## config.mk

```make
export PLATFORM = sky130hd
export DESIGN_NAME = alu_op_sequencer_flat
export DESIGN_NICKNAME = d
export VERILOG_FILES = /design/src/rtl/alu_pkg.sv /design/src/rtl/alu_op_sequencer_if.sv /design/src/rtl/alu_op_decode.sv /design/src/rtl/alu_op_sequencer.sv /design/src/flat_wrapper.sv
export SDC_FILE = /design/constraint.sdc
export NUM_CORES = 1
export LEC_CHECK = 0
export CAP_MARGIN = 20
export CORE_MARGIN = 3
export CORE_UTILIZATION = 28
export DETAILED_ROUTE_END_ITERATION = 8
export GPL_TIMING_DRIVEN = 0
export RECOVER_POWER = 100
export SLEW_MARGIN = 20
export SYNTH_ARGS = -nofsm -noshare
export SYNTH_HDL_FRONTEND = slang
export SYNTH_SLANG_ARGS = --single-unit
```

## constraint.sdc

```tcl
create_clock -name clk -period 4.47 [get_ports clk]
set_clock_uncertainty 0.15 [all_clocks]
set_input_delay 0.894 -clock clk [delete_from_list [all_inputs] [get_ports clk]]
set_output_delay 0.894 -clock clk [all_outputs]
set_load 0.05 [all_outputs]
```

## src/rtl/alu_pkg.sv

```systemverilog
// Shared constants for the ALU control path: ALUOp classes, ALU operation codes
// and the sequencer FSM state encoding.
package alu_pkg;

  localparam logic [3:0] ALUOP_RTYPE = 4'b0000;
  localparam logic [3:0] ALUOP_ADDI  = 4'b0001;
  localparam logic [3:0] ALUOP_ORI   = 4'b0011;
  localparam logic [3:0] ALUOP_LW    = 4'b0111;
  localparam logic [3:0] ALUOP_SW    = 4'b1000;
  localparam logic [3:0] ALUOP_BEQ   = 4'b1001;
  localparam logic [3:0] ALUOP_BNE   = 4'b1010;
  localparam logic [3:0] ALUOP_BLT   = 4'b1011;
  localparam logic [3:0] ALUOP_BGT   = 4'b1100;

  // R-type functs 0..9 map one-to-one onto these codes.
  localparam logic [3:0] OP_ADD = 4'd0;
  localparam logic [3:0] OP_SUB = 4'd1;
  localparam logic [3:0] OP_AND = 4'd2;
  localparam logic [3:0] OP_OR  = 4'd3;
  localparam logic [3:0] OP_XOR = 4'd4;
  localparam logic [3:0] OP_SLT = 4'd5;
  localparam logic [3:0] OP_SLL = 4'd6;
  localparam logic [3:0] OP_MUL = 4'd7;
  localparam logic [3:0] OP_DIV = 4'd8;
  localparam logic [3:0] OP_REM = 4'd9;

  typedef logic [1:0] state_t;
  localparam state_t ST_IDLE = 2'd0;
  localparam state_t ST_BUSY = 2'd1;
  localparam state_t ST_HOLD = 2'd2;

endpackage

```

## src/rtl/alu_op_sequencer_if.sv

```systemverilog
// Request/result bundle between the control unit (master) and the
// ALU op sequencer (slave).
interface alu_op_sequencer_if #(
  parameter int ALUOP_W = 4,
  parameter int FUNCT_W = 4,
  parameter int OP_W    = 4
) ();

  logic               in_valid;
  logic               in_ready;
  logic [ALUOP_W-1:0] alu_op;
  logic [FUNCT_W-1:0] funct;
  logic               out_valid;
  logic               out_ready;
  logic [OP_W-1:0]    alu_operation;
  logic               multi_cycle;
  logic               illegal;
  logic               busy;

  modport master (
    output in_valid, alu_op, funct, out_ready,
    input  in_ready, out_valid, alu_operation, multi_cycle, illegal, busy
  );

  modport slave (
    input  in_valid, alu_op, funct, out_ready,
    output in_ready, out_valid, alu_operation, multi_cycle, illegal, busy
  );

endinterface

```

## src/rtl/alu_op_decode.sv

```systemverilog
// Combinational ALUOp/funct to ALU operation map. DIV/REM decode only when
// ALU_SEQ_DIV_EN is defined; otherwise funct 8/9 are illegal.
module alu_op_decode
  import alu_pkg::*;
#(
  parameter int ALUOP_W = 4,
  parameter int FUNCT_W = 4,
  parameter int OP_W    = 4
) (
  input  logic [ALUOP_W-1:0] alu_op,
  input  logic [FUNCT_W-1:0] funct,
  output logic [OP_W-1:0]    op,
  output logic               is_mul,
  output logic               is_div,
  output logic               illegal
);

  always_comb begin
    op      = OP_W'(OP_ADD);
    is_mul  = 1'b0;
    is_div  = 1'b0;
    illegal = 1'b0;
    case (alu_op)
      ALUOP_W'(ALUOP_RTYPE): begin
        if (funct <= FUNCT_W'(OP_SLL)) begin
          op = OP_W'(funct);
        end else if (funct == FUNCT_W'(OP_MUL)) begin
          op     = OP_W'(OP_MUL);
          is_mul = 1'b1;
`ifdef ALU_SEQ_DIV_EN
        end else if (funct == FUNCT_W'(OP_DIV)) begin
          op     = OP_W'(OP_DIV);
          is_div = 1'b1;
        end else if (funct == FUNCT_W'(OP_REM)) begin
          op     = OP_W'(OP_REM);
          is_div = 1'b1;
`endif
        end else begin
          illegal = 1'b1;
        end
      end
      ALUOP_W'(ALUOP_ADDI), ALUOP_W'(ALUOP_LW), ALUOP_W'(ALUOP_SW):
        op = OP_W'(OP_ADD);
      ALUOP_W'(ALUOP_ORI):
        op = OP_W'(OP_OR);
      ALUOP_W'(ALUOP_BEQ), ALUOP_W'(ALUOP_BNE), ALUOP_W'(ALUOP_BLT), ALUOP_W'(ALUOP_BGT):
        op = OP_W'(OP_SUB);
      default:
        illegal = 1'b1;
    endcase
  end

endmodule

```

## src/rtl/alu_op_sequencer.sv

```systemverilog
// Registered ALU control decoder with a busy window for MUL (and DIV/REM when
// ALU_SEQ_DIV_EN is defined); also the issue-stage stall source via busy.
module alu_op_sequencer
  import alu_pkg::*;
#(
  parameter int ALUOP_W    = 4,
  parameter int FUNCT_W    = 4,
  parameter int OP_W       = 4,
  parameter int MUL_CYCLES = 3,
  parameter int DIV_CYCLES = 8
) (
  input  logic               clk,
  input  logic               rst,
  input  logic               flush,
  alu_op_sequencer_if.slave  bus
);

`ifdef ALU_SEQ_DIV_EN
  localparam int MAX_CYC = (MUL_CYCLES > DIV_CYCLES) ? MUL_CYCLES : DIV_CYCLES;
`else
  localparam int MAX_CYC = MUL_CYCLES;
`endif
  localparam int CNT_W = (MAX_CYC > 1) ? $clog2(MAX_CYC) : 1;

  state_t          state;
  logic [CNT_W-1:0] cnt;
  logic [OP_W-1:0] dec_op;
  logic            dec_is_mul;
  logic            dec_is_div;
  logic            dec_illegal;
  logic            accept;
  logic [CNT_W-1:0] cnt_load;

  alu_op_decode #(
    .ALUOP_W (ALUOP_W),
    .FUNCT_W (FUNCT_W),
    .OP_W    (OP_W)
  ) u_decode (
    .alu_op  (bus.alu_op),
    .funct   (bus.funct),
    .op      (dec_op),
    .is_mul  (dec_is_mul),
    .is_div  (dec_is_div),
    .illegal (dec_illegal)
  );

  // Ready drops under reset or flush so a flushed cycle never looks accepted.
  assign bus.in_ready = !rst && !flush &&
                        ((state == ST_IDLE) || (state == ST_HOLD && bus.out_ready));
  assign accept   = bus.in_valid && bus.in_ready;
  assign cnt_load = dec_is_mul ? CNT_W'(MUL_CYCLES - 1) : CNT_W'(DIV_CYCLES - 1);

  always_ff @(posedge clk) begin
    if (rst) begin
      state             <= ST_IDLE;
      cnt               <= '0;
      bus.out_valid     <= 1'b0;
      bus.alu_operation <= '0;
      bus.multi_cycle   <= 1'b0;
      bus.illegal       <= 1'b0;
      bus.busy          <= 1'b0;
    end else if (flush) begin
      state         <= ST_IDLE;
      cnt           <= '0;
      bus.out_valid <= 1'b0;
      bus.busy      <= 1'b0;
    end else if (accept) begin
      bus.alu_operation <= dec_op;
      bus.multi_cycle   <= dec_is_mul || dec_is_div;
      bus.illegal       <= dec_illegal;
      if (dec_is_mul || dec_is_div) begin
        state         <= ST_BUSY;
        cnt           <= cnt_load;
        bus.busy      <= 1'b1;
        bus.out_valid <= 1'b0;
      end else begin
        state         <= ST_HOLD;
        bus.busy      <= 1'b0;
        bus.out_valid <= 1'b1;
      end
    end else if (state == ST_HOLD) begin
      if (bus.out_ready) begin
        state         <= ST_IDLE;
        bus.out_valid <= 1'b0;
      end
    end else if (state == ST_BUSY) begin
      // Counter only moves while non-zero, so it can never wrap.
      if (cnt == '0) begin
        state         <= ST_HOLD;
        bus.busy      <= 1'b0;
        bus.out_valid <= 1'b1;
      end else begin
        cnt <= cnt - 1'b1;
      end
    end else if (state != ST_IDLE) begin
      state         <= ST_IDLE;
      bus.out_valid <= 1'b0;
      bus.busy      <= 1'b0;
    end
  end

endmodule

```

## src/flat_wrapper.sv

```systemverilog
// flat-port wrapper written by rule: the top's interface ports become plain ports
module alu_op_sequencer_flat import alu_pkg::*;
#(
  parameter int ALUOP_W    = 4,
  parameter int FUNCT_W    = 4,
  parameter int OP_W       = 4,
  parameter int MUL_CYCLES = 3,
  parameter int DIV_CYCLES = 8
)
  (clk, rst, flush, bus_in_valid, bus_alu_op, bus_funct, bus_out_ready, bus_in_ready, bus_out_valid, bus_alu_operation, bus_multi_cycle, bus_illegal, bus_busy);
  alu_op_sequencer_if #(.ALUOP_W(ALUOP_W), .FUNCT_W(FUNCT_W), .OP_W(OP_W)) bus_i ();
  input  logic clk;
  input  logic rst;
  input  logic flush;
  input wire logic [$bits(bus_i.in_valid)-1:0] bus_in_valid;
  input wire logic [$bits(bus_i.alu_op)-1:0] bus_alu_op;
  input wire logic [$bits(bus_i.funct)-1:0] bus_funct;
  input wire logic [$bits(bus_i.out_ready)-1:0] bus_out_ready;
  output wire logic [$bits(bus_i.in_ready)-1:0] bus_in_ready;
  output wire logic [$bits(bus_i.out_valid)-1:0] bus_out_valid;
  output wire logic [$bits(bus_i.alu_operation)-1:0] bus_alu_operation;
  output wire logic [$bits(bus_i.multi_cycle)-1:0] bus_multi_cycle;
  output wire logic [$bits(bus_i.illegal)-1:0] bus_illegal;
  output wire logic [$bits(bus_i.busy)-1:0] bus_busy;
  assign bus_i.in_valid = bus_in_valid;
  assign bus_i.alu_op = bus_alu_op;
  assign bus_i.funct = bus_funct;
  assign bus_i.out_ready = bus_out_ready;
  assign bus_in_ready = bus_i.in_ready;
  assign bus_out_valid = bus_i.out_valid;
  assign bus_alu_operation = bus_i.alu_operation;
  assign bus_multi_cycle = bus_i.multi_cycle;
  assign bus_illegal = bus_i.illegal;
  assign bus_busy = bus_i.busy;
  alu_op_sequencer #(.ALUOP_W(ALUOP_W), .FUNCT_W(FUNCT_W), .OP_W(OP_W), .MUL_CYCLES(MUL_CYCLES), .DIV_CYCLES(DIV_CYCLES)) u_core (.clk(clk), .rst(rst), .flush(flush), .bus(bus_i));
endmodule
```

; ---- Word level (Yosys, flattened, before mapping)
; Index checks and enable logic that the tools add are counted.
[classes]
n_eq_ne = 17
order_cmp = 1
addsub = 1
reduce_logical = 21
muxes = 33
n_bitwise = 1
[ops]
columns = operator, n
row1 = $mux W2, 12
row2 = $eq A4 B4 Y1 const B, 5
row3 = $mux W1, 17
row4 = $pmux W4 S3, 1
row5 = $eq A4 B3 Y1 const B, 2
row6 = $reduce_or A8 Y1, 1
row7 = $ne A2 B1 Y1 const B, 3
row8 = $ne A3 B2 Y1 const B, 2
row9 = $reduce_and A3 Y1, 2
row10 = $eq A4 B1 Y1 const B, 1
row11 = $eq A4 B2 Y1 const B, 1
row12 = $le A4 B3 Y1 const B, 1
row13 = $logic_and A1 B1 Y1, 4
row14 = $logic_not A2 Y1, 2
row15 = $logic_not A4 Y1, 1
row16 = $mux W4, 1
row17 = $ne A4 B2 Y1 const B, 1
row18 = $reduce_and A4 Y1, 1
row19 = $reduce_bool A2 Y1, 2
row20 = $reduce_bool A4 Y1, 1
row21 = $reduce_or A4 Y1, 1
row22 = $mux W3, 1
row23 = $reduce_bool A3 Y1, 1
row24 = $eq A2 B1 Y1 const B, 1
row25 = 8 further kinds, 9
[word_totals]
in_bits = 13
output_inout_bits = 9
word_cells = 81
register_bits = 12

; ---- Longest topological paths before layout
[logic_depth]
ltp_word = 7
ltp_mapped = 6
ltp_nobuf = 6

; ---- Hierarchy
; A second synthesis with hierarchy kept.
[unflattened]
hier_cells = 80
hier_area_um2 = 693.2
[by_module_without_submodules]
columns = module, cells_each, seq_area_each_um2, n_inst, area_each_um2
row1 = alu_op_sequencer, 60, 220.2, 1, 565.5
row2 = alu_op_decode, 20, 0.0, 1, 127.6

; ---- Worst setup path before layout
; Ideal clock, no wire load.
[synth_path]
kind = input-to-output
from = in rst
to = out bus_in_ready
path_stages = 4
arrival_time_ns = 2.428
setup_slack_ns = 0.998
t_required_ns = 3.426
n_path_buf = 2
cell_sequence = buf_6 or2_1 buf_6 nor3_1
[synth_via]
elab_chain_len = 3
[synth_rtl]
columns = item, line
row1 = "start, declared", flat_wrapper.sv:13  ; input logic rst;
row2 = $logic_not A1 Y1, alu_op_sequencer.sv:48  ; assign bus.in_ready = !rst && !flush &&
row3 = $logic_and A1 B1 Y1 (2 in a row), alu_op_sequencer.sv:48
row4 = "end, declared", flat_wrapper.sv:19  ; output wire logic [$bits(bus_i.in_ready)-1:0] bus_in_ready;
; Every way passes these cells.

; ---- Final worst setup path
[layout_path]
from = in flush
to = out bus_in_ready
[layout_via]
elab_chain_len = 3
[layout_rtl]
columns = item, line
row1 = "start, declared", flat_wrapper.sv:14  ; input logic flush;
row2 = $logic_not A1 Y1, alu_op_sequencer.sv:48
row3 = $logic_and A1 B1 Y1 (2 in a row), alu_op_sequencer.sv:48
; Every way passes these cells.

==> out/qor.yml <==
logic_synthesis:
  yosysTopAreaCellShare: 0.366
  syn_area_per_cell_um2: 8.85
  synth_cells: 68
  synth_fp_nets: 82
  synth_common_cells: "dfxtp_1, a21oi_1, nand2_1, nor2_1, inv_1"
  synth_area_leaders: "dfxtp_1, a21oi_1, nor4b_4"
  ys_types: 31
  synthFlopType: "dfxtp_1"
  yosysSeqAreaShare: 0.366
  synth_warnings: 0
  yosysMostFrequentCell: "dfxtp_1"
  netlist_area_um2: 602
  synthArstFlopShare: 0
  synth_edf_count: 0
  synth_top_area_cell: "dfxtp_1"
  ys_ff_latch: 11
finish:
  syn_to_final_growth_pct: 38.5
  antennaDiodeCount: 0
  drive_gt1_frac: 0.0978
  postLayoutCoreUtil: 0.416
  nets: 107
pwr:
  power_density_nw_per_um2: 243
  p_leak_nw: 0.325
  switchingPower_uw: 53.1
  power.share.sequential: 0.490
  swShare: 0.261
  ir_drop_mv: 0.203
  p_int_uw: 150
  clkPwrFrac: 0.344
  combPwrFrac: 0.166
clock_network:
  cts_tree: "yes"
  cts_hold_buf: 0
  cts.sink_count: 11
  post_cts_resized: 0
  clkSlewWorstSetupHoldPaths_ns: 0.07
  numCtsBuffers: 3
  clockBufferDepth: 2
  cts_setup_buffers: 0
  cts_root_buf: "clkbuf_4"
  htree_levels: 1
  clkLatencyLatePin_ns: 0.27
sta:
  hold_slack_ns: 0.304
  drv_slew: 0
  rsz0062_at_grt: "false"
  fin_crit_sh: 0.883
  slew_headroom: 0.240
  finalHoldViolations: 0
  setup-tns-final_ns: 0
  tightest_slew_ns: 1.12
  setup-violations-final: 0
  fin_crit_ns: 3.95
  max_freq_mhz: 253
routing:
  viasPerCell: 4.70
  drc: 0
  drt-initial-drc-count: 4
  post_drt_wl_per_cell_um: 11.1
  ant_nets: 0
  totalWireLength_um: 1320
  vias: 559
  dr.pass1.iters: 4
status:
  status: "finished clean"
floorplan:
  die-area_um2: 2740
  ioPinCount: 22
  die_w_um: 52.4
  rows: 16
  start_util: 0.301
  die_h_um: 52.4
  coreArea_um2: 2000
setup_path:
  worst-path-buf-inv: 3
  worstPathArrival_ns: 2.90
  critical-path-top-delay-family: "buffers and inverters"
  worst_setup_path_end_kind: "output port"
  crit_top_cell: "dlygate4sd3_1"
  path_cells: "dlygate4sd3_1 > or2_0 > clkbuf_1 > nor3_1 > dlygate4sd3_1"
  reg2reg_depth: 4
  cp-start-kind: "primary input"
  worstPathMaxFanout: 7
  crit_cells: 5
  cp_data_required_time_ns: 3.43
  max_stage_delay_ns: 0.89
  path_class: "primary input to output port"
  cp_slowest_cell: "dlygate4sd3_1"
placement:
  portBuffers: 20
  gp_congestion: 0.703
  dpl.hpwl_um: 1070
grt:
  grt_overflow: 0
  grt_pass1_wl_um: 2290
  grt_max_degree: 9
  grt_pass1_vias: 562
  antenna_found_initial: 0
  grt_use_total: 0.113
job:
  drv_cap: 0
worst_hold_path:
  hold_class: "register to register"
  min_path_cells: 2
tightest hold or removal path, stage by stage, from the launching register on:
cell     delay, ns
dfxtp_1       0.31
nand2_1       0.05
a21oi_1       0.05
layout by cell type, fill, tap and decap left out, drive strengths merged, types with 2 or more instances in the layout:
master          n
nand2           6
and3            2
a21oi           7
nor2            6
clkdlybuf4s50  10
dfxtp          11
dlygate4sd3    10
nor3            3
nor2b           2
or2             2
nand3b          2
clkbuf          5
inv             4
o21ai           3
nand3           2
through the flow:
stage	power (mW)	cell area, um2	worst slack, ns	cells
2_1_floorplan	0.121	602	0.998	68
3_3_place_gp	0.138	836	0.749	115
3_5_place_dp	0.138	836	0.748	115
4_1_cts	0.209	862	0.747	119
5_1_grt	0.213	833	0.428	119
6_report	0.203	833	0.523	119
per-layer routing:
layer	global-route usage	routed length, um	vias to the layer above
li1	-	-	296
met2	0.198	622	21
met3	0.0541	113	0
met5	0	0	-
met4	0.0255	0	0
met1	0.122	588	242
power groups by stage:
stage          logic, mW  clock network [mW]  registers (mW)
6_report          0.0337              0.0697          0.0995
4_1_cts           0.0367              0.0725          0.0996
3_5_place_dp      0.0366                   0           0.102
5_1_grt           0.0367              0.0770          0.0997
2_1_floorplan     0.0155                   0           0.105
3_3_place_gp      0.0360                   0           0.102
path summary, 6_finish.rpt:
check	startpoint	endpoint	slack (ns)
max	flush	bus_in_ready	0.52
min	u_core.bus.alu_operation[2]	u_core.bus.alu_operation[2]	0.30
max reg2reg	u_core.state[1]	u_core.cnt[1]	2.19
min reg2reg	u_core.bus.alu_operation[2]	u_core.bus.alu_operation[2]	0.30
kinds of logic after synthesis:
| group | count (synthesis) | share of synthesized area |
|---|---|---|
| AO/OA/AOI/OAI | 18 | 0.206 |
| flip-flops | 11 | 0.366 |
| AND/OR/NAND/NOR | 32 | 0.345 |
| adder cells (fa/ha/maj) | 1 | 0.0208 |
| buffers and inverters | 6 | 0.0624 |
area by class of cell:
class	instances	area [um2]
Buffer	2	15.0
Clock buffer	4	26.3
Fill cell	212	1170
Inverter	4	15.0
Multi-Input combinational cell	51	323
Sequential cell	11	220
Tap cell	27	33.8
Timing Repair Buffer	20	200
sequential cells by signal, indices dropped and copies added (netlist names):
| register | flops |
|---|---|
| u_core.bus.multi_cycle | 1 |
| u_core.state | 2 |
| u_core.bus.busy | 1 |
| u_core.bus.alu_operation | 4 |
| u_core.bus.illegal | 1 |
| u_core.cnt | 2 |
(Power assumes the default switching activity.)
